$ cat config.mk
export PLATFORM = sky130hd
export DESIGN_NAME = cp0_write_pipe_flat
export DESIGN_NICKNAME = d
export VERILOG_FILES = /design/src/rtl/cp0_pkg.sv /design/src/rtl/cp0_write_pipe_if.sv /design/src/rtl/cp0_fwd_mux.sv /design/src/rtl/cp0_write_pipe.sv /design/src/flat_wrapper.sv
export SDC_FILE = /design/constraint.sdc
export NUM_CORES = 1
export LEC_CHECK = 0
export CAP_MARGIN = 20
export CORE_AREA = 4 4 183 185
export CTS_CLUSTER_SIZE = 24
export DETAILED_ROUTE_END_ITERATION = 8
export DIE_AREA = 0 0 187 189
export PLACE_DENSITY = 0.57
export SLEW_MARGIN = 15
export SYNTH_ARGS = -nofsm -noshare
export SYNTH_HDL_FRONTEND = slang
export SYNTH_SLANG_ARGS = --single-unit
$ cat constraint.sdc
create_clock -name clk -period 2.6 [get_ports clk]
set_input_delay 0.26 -clock clk [delete_from_list [all_inputs] [get_ports clk]]
set_output_delay 0.26 -clock clk [all_outputs]
set_load 0.05 [all_outputs]
$ cat src/rtl/cp0_pkg.sv
// cp0_pkg: shared CP0 definitions for the write-tracking pipe.
//   - CP0 address constants, encoded as {reg[4:0], sel[2:0]}
//   - WATCH_ADDR: dedicated watched registers, entry k at WATCH_ADDR[k]
//   - slot_t: one in-flight write {valid, addr, data}
package cp0_pkg;

    localparam int CP0_DATA_W = 32;
    localparam int CP0_ADDR_W = 8;

    localparam logic [CP0_ADDR_W-1:0] COUNT   = {5'd9,  3'd0};
    localparam logic [CP0_ADDR_W-1:0] STATUS  = {5'd12, 3'd0};
    localparam logic [CP0_ADDR_W-1:0] CAUSE   = {5'd13, 3'd0};
    localparam logic [CP0_ADDR_W-1:0] EPC     = {5'd14, 3'd0};
    localparam logic [CP0_ADDR_W-1:0] CONFIG0 = {5'd16, 3'd0};

    localparam int WATCH_MAX = 5;

    // Packed so that WATCH_ADDR[k] selects entry k (k = 0 is COUNT).
    localparam logic [WATCH_MAX-1:0][CP0_ADDR_W-1:0] WATCH_ADDR =
        {CONFIG0, EPC, CAUSE, STATUS, COUNT};

    typedef struct packed {
        logic                  valid;
        logic [CP0_ADDR_W-1:0] addr;
        logic [CP0_DATA_W-1:0] data;
    } slot_t;

endpackage

$ cat src/rtl/cp0_write_pipe_if.sv
// cp0_write_pipe_if: execute-side / CP0-file-side signal bundle of the
// CP0 write pipe.
//   slave  : the write pipe (receives issue/read requests, drives
//            forwarded data and commit)
//   master : the surrounding core / testbench
interface cp0_write_pipe_if
    import cp0_pkg::*;
#(
    parameter int DATA_W    = CP0_DATA_W,
    parameter int ADDR_W    = CP0_ADDR_W,
    parameter int DEPTH     = 2,
    parameter int NUM_WATCH = WATCH_MAX
) ();

    logic                          stall_i;
    logic                          flush_i;
    logic                          wr_valid_i;
    logic [ADDR_W-1:0]             wr_addr_i;
    logic [DATA_W-1:0]             wr_data_i;
    logic [ADDR_W-1:0]             rd_addr_i;
    logic [DATA_W-1:0]             cp0_rd_data_i;
    logic [DATA_W-1:0]             rd_data_o;
    logic [NUM_WATCH*DATA_W-1:0]   watch_i;
    logic [NUM_WATCH*DATA_W-1:0]   watch_o;
    logic                          commit_valid_o;
    logic [ADDR_W-1:0]             commit_addr_o;
    logic [DATA_W-1:0]             commit_data_o;
    logic                          irq_hold_o;
    logic [$clog2(DEPTH+1)-1:0]    pending_cnt_o;

    modport slave (
        input  stall_i, flush_i, wr_valid_i, wr_addr_i, wr_data_i,
               rd_addr_i, cp0_rd_data_i, watch_i,
        output rd_data_o, watch_o, commit_valid_o, commit_addr_o,
               commit_data_o, irq_hold_o, pending_cnt_o
    );

    modport master (
        output stall_i, flush_i, wr_valid_i, wr_addr_i, wr_data_i,
               rd_addr_i, cp0_rd_data_i, watch_i,
        input  rd_data_o, watch_o, commit_valid_o, commit_addr_o,
               commit_data_o, irq_hold_o, pending_cnt_o
    );

endinterface

$ cat src/rtl/cp0_fwd_mux.sv
// cp0_fwd_mux: priority address match over the in-flight slot array.
//   slots : slot array, index 0 youngest
//   addr  : address to look up
//   hit   : some valid slot matches addr
//   data  : data of the youngest matching slot (0 when no hit)
module cp0_fwd_mux
    import cp0_pkg::*;
#(
    parameter int DEPTH = 2
) (
    input  slot_t [DEPTH-1:0]      slots,
    input  logic [CP0_ADDR_W-1:0]  addr,
    output logic                   hit,
    output logic [CP0_DATA_W-1:0]  data
);

    // Scan oldest to youngest so the youngest match overwrites older ones.
    always_comb begin
        hit  = 1'b0;
        data = '0;
        for (int i = DEPTH - 1; i >= 0; i--) begin
            if (slots[i].valid && (slots[i].addr == addr)) begin
                hit  = 1'b1;
                data = slots[i].data;
            end
        end
    end

endmodule

$ cat src/rtl/cp0_write_pipe.sv
// cp0_write_pipe: DEPTH-slot in-flight tracker for CP0 writes (mtc0).
// Writes enter slot 0, shift toward slot DEPTH-1 on every advancing edge,
// and are committed to the CP0 file from the oldest slot. In-flight values
// are forwarded to the general read port and to the watched-register bus.
//   clk, rst_n       : clock, asynchronous active-low reset
//   bus.stall_i      : hold all slots, ignore incoming write
//   bus.flush_i      : invalidate all slots; oldest still commits this cycle
//   bus.wr_*         : write issue
//   bus.rd_addr_i / cp0_rd_data_i / rd_data_o : forwarded general read
//   bus.watch_i / watch_o : forwarded watched registers (WATCH_ADDR order)
//   bus.commit_*     : CP0 file write port
//   bus.irq_hold_o   : STATUS or CAUSE write still in flight
//   bus.pending_cnt_o: number of valid slots
// Slot widths follow cp0_pkg (CP0_DATA_W / CP0_ADDR_W); DATA_W and ADDR_W
// are expected to match them.
module cp0_write_pipe
    import cp0_pkg::*;
#(
    parameter int DATA_W    = CP0_DATA_W,
    parameter int ADDR_W    = CP0_ADDR_W,
    parameter int DEPTH     = 2,
    parameter int NUM_WATCH = WATCH_MAX
) (
    input  logic             clk,
    input  logic             rst_n,
    cp0_write_pipe_if.slave  bus
);

    localparam int CNT_W = $clog2(DEPTH + 1);

    slot_t [DEPTH-1:0]  slots;
    logic [ADDR_W-1:0]  rd_addr;
    logic               rd_hit;
    logic [DATA_W-1:0]  rd_fwd;
    logic [CNT_W-1:0]   pending;
    logic               irq_hold;

    always_ff @(posedge clk or negedge rst_n) begin
        if (!rst_n) begin
            slots <= '0;
        end else if (bus.flush_i) begin
            slots <= '0;
        end else if (!bus.stall_i) begin
            slots[0] <= {bus.wr_valid_i, bus.wr_addr_i, bus.wr_data_i};
            for (int i = 1; i < DEPTH; i++) begin
                slots[i] <= slots[i-1];
            end
        end
    end

    // A flush still lets the oldest write out: it predates the faulting
    // instruction, even when the flush arrives during a stall.
    assign bus.commit_valid_o = slots[DEPTH-1].valid & (~bus.stall_i | bus.flush_i);
    assign bus.commit_addr_o  = slots[DEPTH-1].addr;
    assign bus.commit_data_o  = slots[DEPTH-1].data;

    assign rd_addr = bus.rd_addr_i;

    cp0_fwd_mux #(.DEPTH(DEPTH)) u_rd_fwd (
        .slots (slots),
        .addr  (rd_addr),
        .hit   (rd_hit),
        .data  (rd_fwd)
    );

    assign bus.rd_data_o = rd_hit ? rd_fwd : bus.cp0_rd_data_i;

    for (genvar k = 0; k < NUM_WATCH; k++) begin : g_watch
        logic              hit;
        logic [DATA_W-1:0] fwd;

        cp0_fwd_mux #(.DEPTH(DEPTH)) u_watch_fwd (
            .slots (slots),
            .addr  (WATCH_ADDR[k]),
            .hit   (hit),
            .data  (fwd)
        );

        assign bus.watch_o[k*DATA_W +: DATA_W] = hit ? fwd : bus.watch_i[k*DATA_W +: DATA_W];
    end

    always_comb begin
        pending  = '0;
        irq_hold = 1'b0;
        for (int i = 0; i < DEPTH; i++) begin
            pending = pending + CNT_W'(slots[i].valid);
            if (slots[i].valid && ((slots[i].addr == STATUS) || (slots[i].addr == CAUSE))) begin
                irq_hold = 1'b1;
            end
        end
    end

    assign bus.pending_cnt_o = pending;
    assign bus.irq_hold_o    = irq_hold;

endmodule

$ cat src/flat_wrapper.sv
// flat-port wrapper written by rule: the top's interface ports become plain ports
module cp0_write_pipe_flat import cp0_pkg::*;
#(
    parameter int DATA_W    = CP0_DATA_W,
    parameter int ADDR_W    = CP0_ADDR_W,
    parameter int DEPTH     = 2,
    parameter int NUM_WATCH = WATCH_MAX
)
  (clk, rst_n, bus_stall_i, bus_flush_i, bus_wr_valid_i, bus_wr_addr_i, bus_wr_data_i, bus_rd_addr_i, bus_cp0_rd_data_i, bus_watch_i, bus_rd_data_o, bus_watch_o, bus_commit_valid_o, bus_commit_addr_o, bus_commit_data_o, bus_irq_hold_o, bus_pending_cnt_o);
  cp0_write_pipe_if #(.DATA_W(DATA_W), .ADDR_W(ADDR_W), .DEPTH(DEPTH), .NUM_WATCH(NUM_WATCH)) bus_i ();
  input  logic clk;
  input  logic rst_n;
  input wire logic [$bits(bus_i.stall_i)-1:0] bus_stall_i;
  input wire logic [$bits(bus_i.flush_i)-1:0] bus_flush_i;
  input wire logic [$bits(bus_i.wr_valid_i)-1:0] bus_wr_valid_i;
  input wire logic [$bits(bus_i.wr_addr_i)-1:0] bus_wr_addr_i;
  input wire logic [$bits(bus_i.wr_data_i)-1:0] bus_wr_data_i;
  input wire logic [$bits(bus_i.rd_addr_i)-1:0] bus_rd_addr_i;
  input wire logic [$bits(bus_i.cp0_rd_data_i)-1:0] bus_cp0_rd_data_i;
  input wire logic [$bits(bus_i.watch_i)-1:0] bus_watch_i;
  output wire logic [$bits(bus_i.rd_data_o)-1:0] bus_rd_data_o;
  output wire logic [$bits(bus_i.watch_o)-1:0] bus_watch_o;
  output wire logic [$bits(bus_i.commit_valid_o)-1:0] bus_commit_valid_o;
  output wire logic [$bits(bus_i.commit_addr_o)-1:0] bus_commit_addr_o;
  output wire logic [$bits(bus_i.commit_data_o)-1:0] bus_commit_data_o;
  output wire logic [$bits(bus_i.irq_hold_o)-1:0] bus_irq_hold_o;
  output wire logic [$bits(bus_i.pending_cnt_o)-1:0] bus_pending_cnt_o;
  assign bus_i.stall_i = bus_stall_i;
  assign bus_i.flush_i = bus_flush_i;
  assign bus_i.wr_valid_i = bus_wr_valid_i;
  assign bus_i.wr_addr_i = bus_wr_addr_i;
  assign bus_i.wr_data_i = bus_wr_data_i;
  assign bus_i.rd_addr_i = bus_rd_addr_i;
  assign bus_i.cp0_rd_data_i = bus_cp0_rd_data_i;
  assign bus_i.watch_i = bus_watch_i;
  assign bus_rd_data_o = bus_i.rd_data_o;
  assign bus_watch_o = bus_i.watch_o;
  assign bus_commit_valid_o = bus_i.commit_valid_o;
  assign bus_commit_addr_o = bus_i.commit_addr_o;
  assign bus_commit_data_o = bus_i.commit_data_o;
  assign bus_irq_hold_o = bus_i.irq_hold_o;
  assign bus_pending_cnt_o = bus_i.pending_cnt_o;
  cp0_write_pipe #(.DATA_W(DATA_W), .ADDR_W(ADDR_W), .DEPTH(DEPTH), .NUM_WATCH(NUM_WATCH)) u_core (.clk(clk), .rst_n(rst_n), .bus(bus_i));
endmodule
==> qor.yml <==
outcome:
  status: "finished with violations"
  violations: "negative setup slack"
synth:
  synthMuxAreaShare_pct: 25.1
  synthXorXnorAreaFrac_pct: 1.67
  syn_inst: 1061
  synth-async-reset-ratio_pct: 100
  synth-warning-count: 0
  synth_largest_area_cell: "mux2i_1"
  ys_seq_area_share_pct: 24.5
  synth_top_area_share_pct: 25.1
  synthFlopType: "dfrtp_1"
  synth-simple-area-share_pct: 20.5
  yosys.area_share.adder_pct: 0.149
  synth_compound_area_share_pct: 16.8
  ys_top_cells_by_area: "mux2i_1 25%, dfrtp_1 25%, nor2_1 4.8%, nand2_1 4.5%, clkbuf_1 4.2%"
  ys_seq_elements: 82
  avgSynthCellArea_um2: 7.89
  syn_nets: 1307
  synth-edff-count: 0
  synth_top_family_by_area: "multiplexers"
  synth.distinct_cells: 38
  syn-cell-area_mm2: 0.00837
critical_path:
  reg2reg_from: "u_core.slots[20]"
  cp.arrival_ns: 2.60
  setup.worst_path.class: "register to output pin"
  end_kind: "output pin"
  required_ns: 2.34
  startpoint: "u_core.slots[33]"
  r2r-end: "u_core.bus.commit_data_o[20]"
  endpoint: "bus_watch_o[69]"
  start_kind: "register"
  critPathMaxFanout: 8
  r2r_slack_ns: 1.30
  worstRegToRegCells: 3
floorplanning:
  num_io_pins: 481
  die_h_um: 189
  core_mm2: 0.0320
  die_w_um: 187
  start_util_pct: 26.1
  die_area_mm2: 0.0353
  placementRows: 66
timing:
  setup_viol: 174
  hold_violations: 0
  slew_headroom_pct: 46.2
  max_freq_mhz: 349
  worstMarginPinSlew_ns: 0.805
  rsz0062_at_grt: "yes"
  post-route-period-util_pct: 110
  finalMaxSlewViolations: 0
  final.setup.tns_ns: -29.62
  clock_skew_ns: 0.00740
  hold_ws_ns: 0.504
  finalCriticalPeriod_ns: 2.86
  fin_ws_ns: -0.263
finish:
  area_growth_pct: 142
  fin_nets: 1805
  drive_gt1_share_pct: 51.2
  final_area_mm2: 0.0202
placement:
  numPortBuffers: 480
  dp_hpwl_um: 36700
  place_area_mm2: 0.0153
  gp_congestion: 0.871
pwr:
  power_frac_clock_pct: 23.7
  power_switching_share_pct: 39.6
  intPower_mw: 3.38
  seq_power_share_pct: 27.0
  p_leak_nw: 8.39
  ir_worst_vdd_uv: 276
  total_power_mw: 5.60
  p_switching_mw: 2.21
  p_per_area_mw_per_mm2: 277
  share_comb_of_total_power_pct: 49.2
grt:
  antenna_found_initial: 4
  grt.overflow.total: 0
  grt_first_pass_wirelength_um: 82000
  globalRouteTotalUtil_pct: 31.0
  grt_pass1_vias: 11414
  grt_max_degree: 83
clock_tree:
  clkSlewWorstSetupHoldPaths_ns: 0.07
  cts_buffer_depth: 2
  root_buffer: "clkbuf_16"
  htree_levels: 3
  cts.sinks: 82
  tritoncts: "done"
  numCtsBuffers: 9
  clock_latency_ns: 0.35
route:
  drt_iter0_drc: 884
  wl_per_cell_um: 31.3
  dr.pass1.iters: 5
  drcViolationCount: 0
  finalWirelength_um: 61800
  via_per_inst: 5.75
  vias: 11356
  antenna_left: 0
run:
  drv_cap: 0
worst_hold_path:
  hp-class: "primary input to asynchronous set/reset pin"
-- layout make-up --
type                    instances  area, µm²
well taps                     408        510
repair buffers                661       8820
fillers                      2460      11800
clock buffers                  10        229
clock inverters                 6       67.6
flip-flops and latches         82       2050
inverters                       4       15.0
diodes                          4       10.0
multi-input cells             801       8510
-- cells in the final DEF (no fill, tap or decap), drive strengths merged --
cell type      instances
nand3                  3
a31oi                 32
a221oi                 1
bufinv                 1
nand2b                 4
nand2                100
clkdlybuf4s50        282
dfrtp                 82
mux2i                210
or4                    3
ha                     1
xnor2                 16
and2                  32
buf                  369
diode                  4
dlygate4sd3            1
nor2b                  4
a21boi                 1
clkinv                 3
and3                   1
nor4                  38
nor3                   3
nand3b                 1
or3                    1
o31ai                 32
or4b                   3
o21ai                 96
a221o                 31
a21oi                 32
clkbuf                19
nand4                 34
and3b                  1
clkinvlp               2
nor2                 118
inv                    4
and4                   3
-- state kept, by name, indices dropped and copies added, names as in the netlist --
register	flops
u_core.bus.commit_data_o	32
u_core.bus.commit_addr_o	8
u_core.slots	42
-- synthesized netlist by cell type (all sizes together), types with 2 or more instances --
library cell  count
nand3             3
nor4             38
inv               4
and4              3
clkbuf           96
buf              82
nand2b            4
or4               3
a21oi            32
mux2i           210
nor3              3
dfrtp            82
or4b              3
a221o            31
nand4            34
nor2b             2
xnor2            16
o31ai            32
and2             32
a31oi            32
o21ai            96
nor2            116
nand2           100
-- routing by layer --
layer	up-vias	routed length, µm	track usage, %
met5	-	0	0
met4	0	2890	12.1
met3	161	4730	7.06
met2	689	29500	51.1
met1	5685	24700	39.7
li1	4821	-	-
-- power by group through the flow --
stage / clock network (mW) / registers [mW] / logic, mW
6_report: 1.33 / 1.51 / 2.75
2_1_floorplan: 0 / 1.40 / 1.20
3_3_place_gp: 0 / 1.49 / 2.38
4_1_cts: 1.35 / 1.48 / 2.53
3_5_place_dp: 0 / 1.49 / 2.39
5_1_grt: 1.40 / 1.52 / 2.83
-- kinds of logic (layout without fill, tap and decap cells) --
group                    count (synthesis)  in the layout
AO/OA/AOI/OAI                          225            225
flip-flops                              82             82
XOR/XNOR                                16             16
AND/OR/NAND/NOR                        345            349
other                                    0              4
adder cells (fa/ha/maj)                  1              1
multiplexers                           210            210
buffers and inverters                  182            681
-- worst max-delay path: stages (launching register included) --
cell and delay, ns:
dfrtp_1 0.38, or4b_4 0.56, buf_8 0.16, buf_4 0.14
nor4_4 0.18, buf_6 0.18, buf_12 0.17, buf_8 0.15
buf_6 0.11, o21ai_4 0.06, buf_12 0.15
-- stage by stage --
step	instances	util, %	worst slack (ns)
2_1_floorplan	1061	-	-0.0966
3_3_place_gp	1871	47.7	-0.0245
4_1_cts	1951	56.0	-0.268
6_report	1976	63.1	-0.263
5_1_grt	1975	63.1	-0.327
3_5_place_dp	1871	47.7	-0.107
-- timing repair --
| action | CTS | global route |
|---|---|---|
| setup endpoints to repair | 193 | 193 |
| pin swaps | 37 | 51 |
| hold endpoints to repair | 82 | 0 |
| cloned | 25 | 13 |
| resized for setup | 335 | 378 |
| hold buffers | 1 | 0 |
| buffers inserted | 38 | 22 |
-- worst min-delay path by stage --
stage | startpoint | cells past startpoint | endpoint | slack, ns
after global placement | rst_n | 2 | u_core.bus.commit_data_o[11] | 0.33
after global routing | bus_flush_i | 3 | u_core.bus.commit_data_o[9] | 0.51
after detailed placement | rst_n | 2 | u_core.bus.commit_data_o[11] | 0.33
after floorplan | rst_n | 0 | u_core.bus.commit_addr_o[0] | -0.04
after CTS | bus_wr_data_i[18] | 3 | u_core.slots[18] | 0.49
final | rst_n | 3 | u_core.bus.commit_data_o[11] | 0.50
Note: power is estimated with default switching activity, not from simulation.
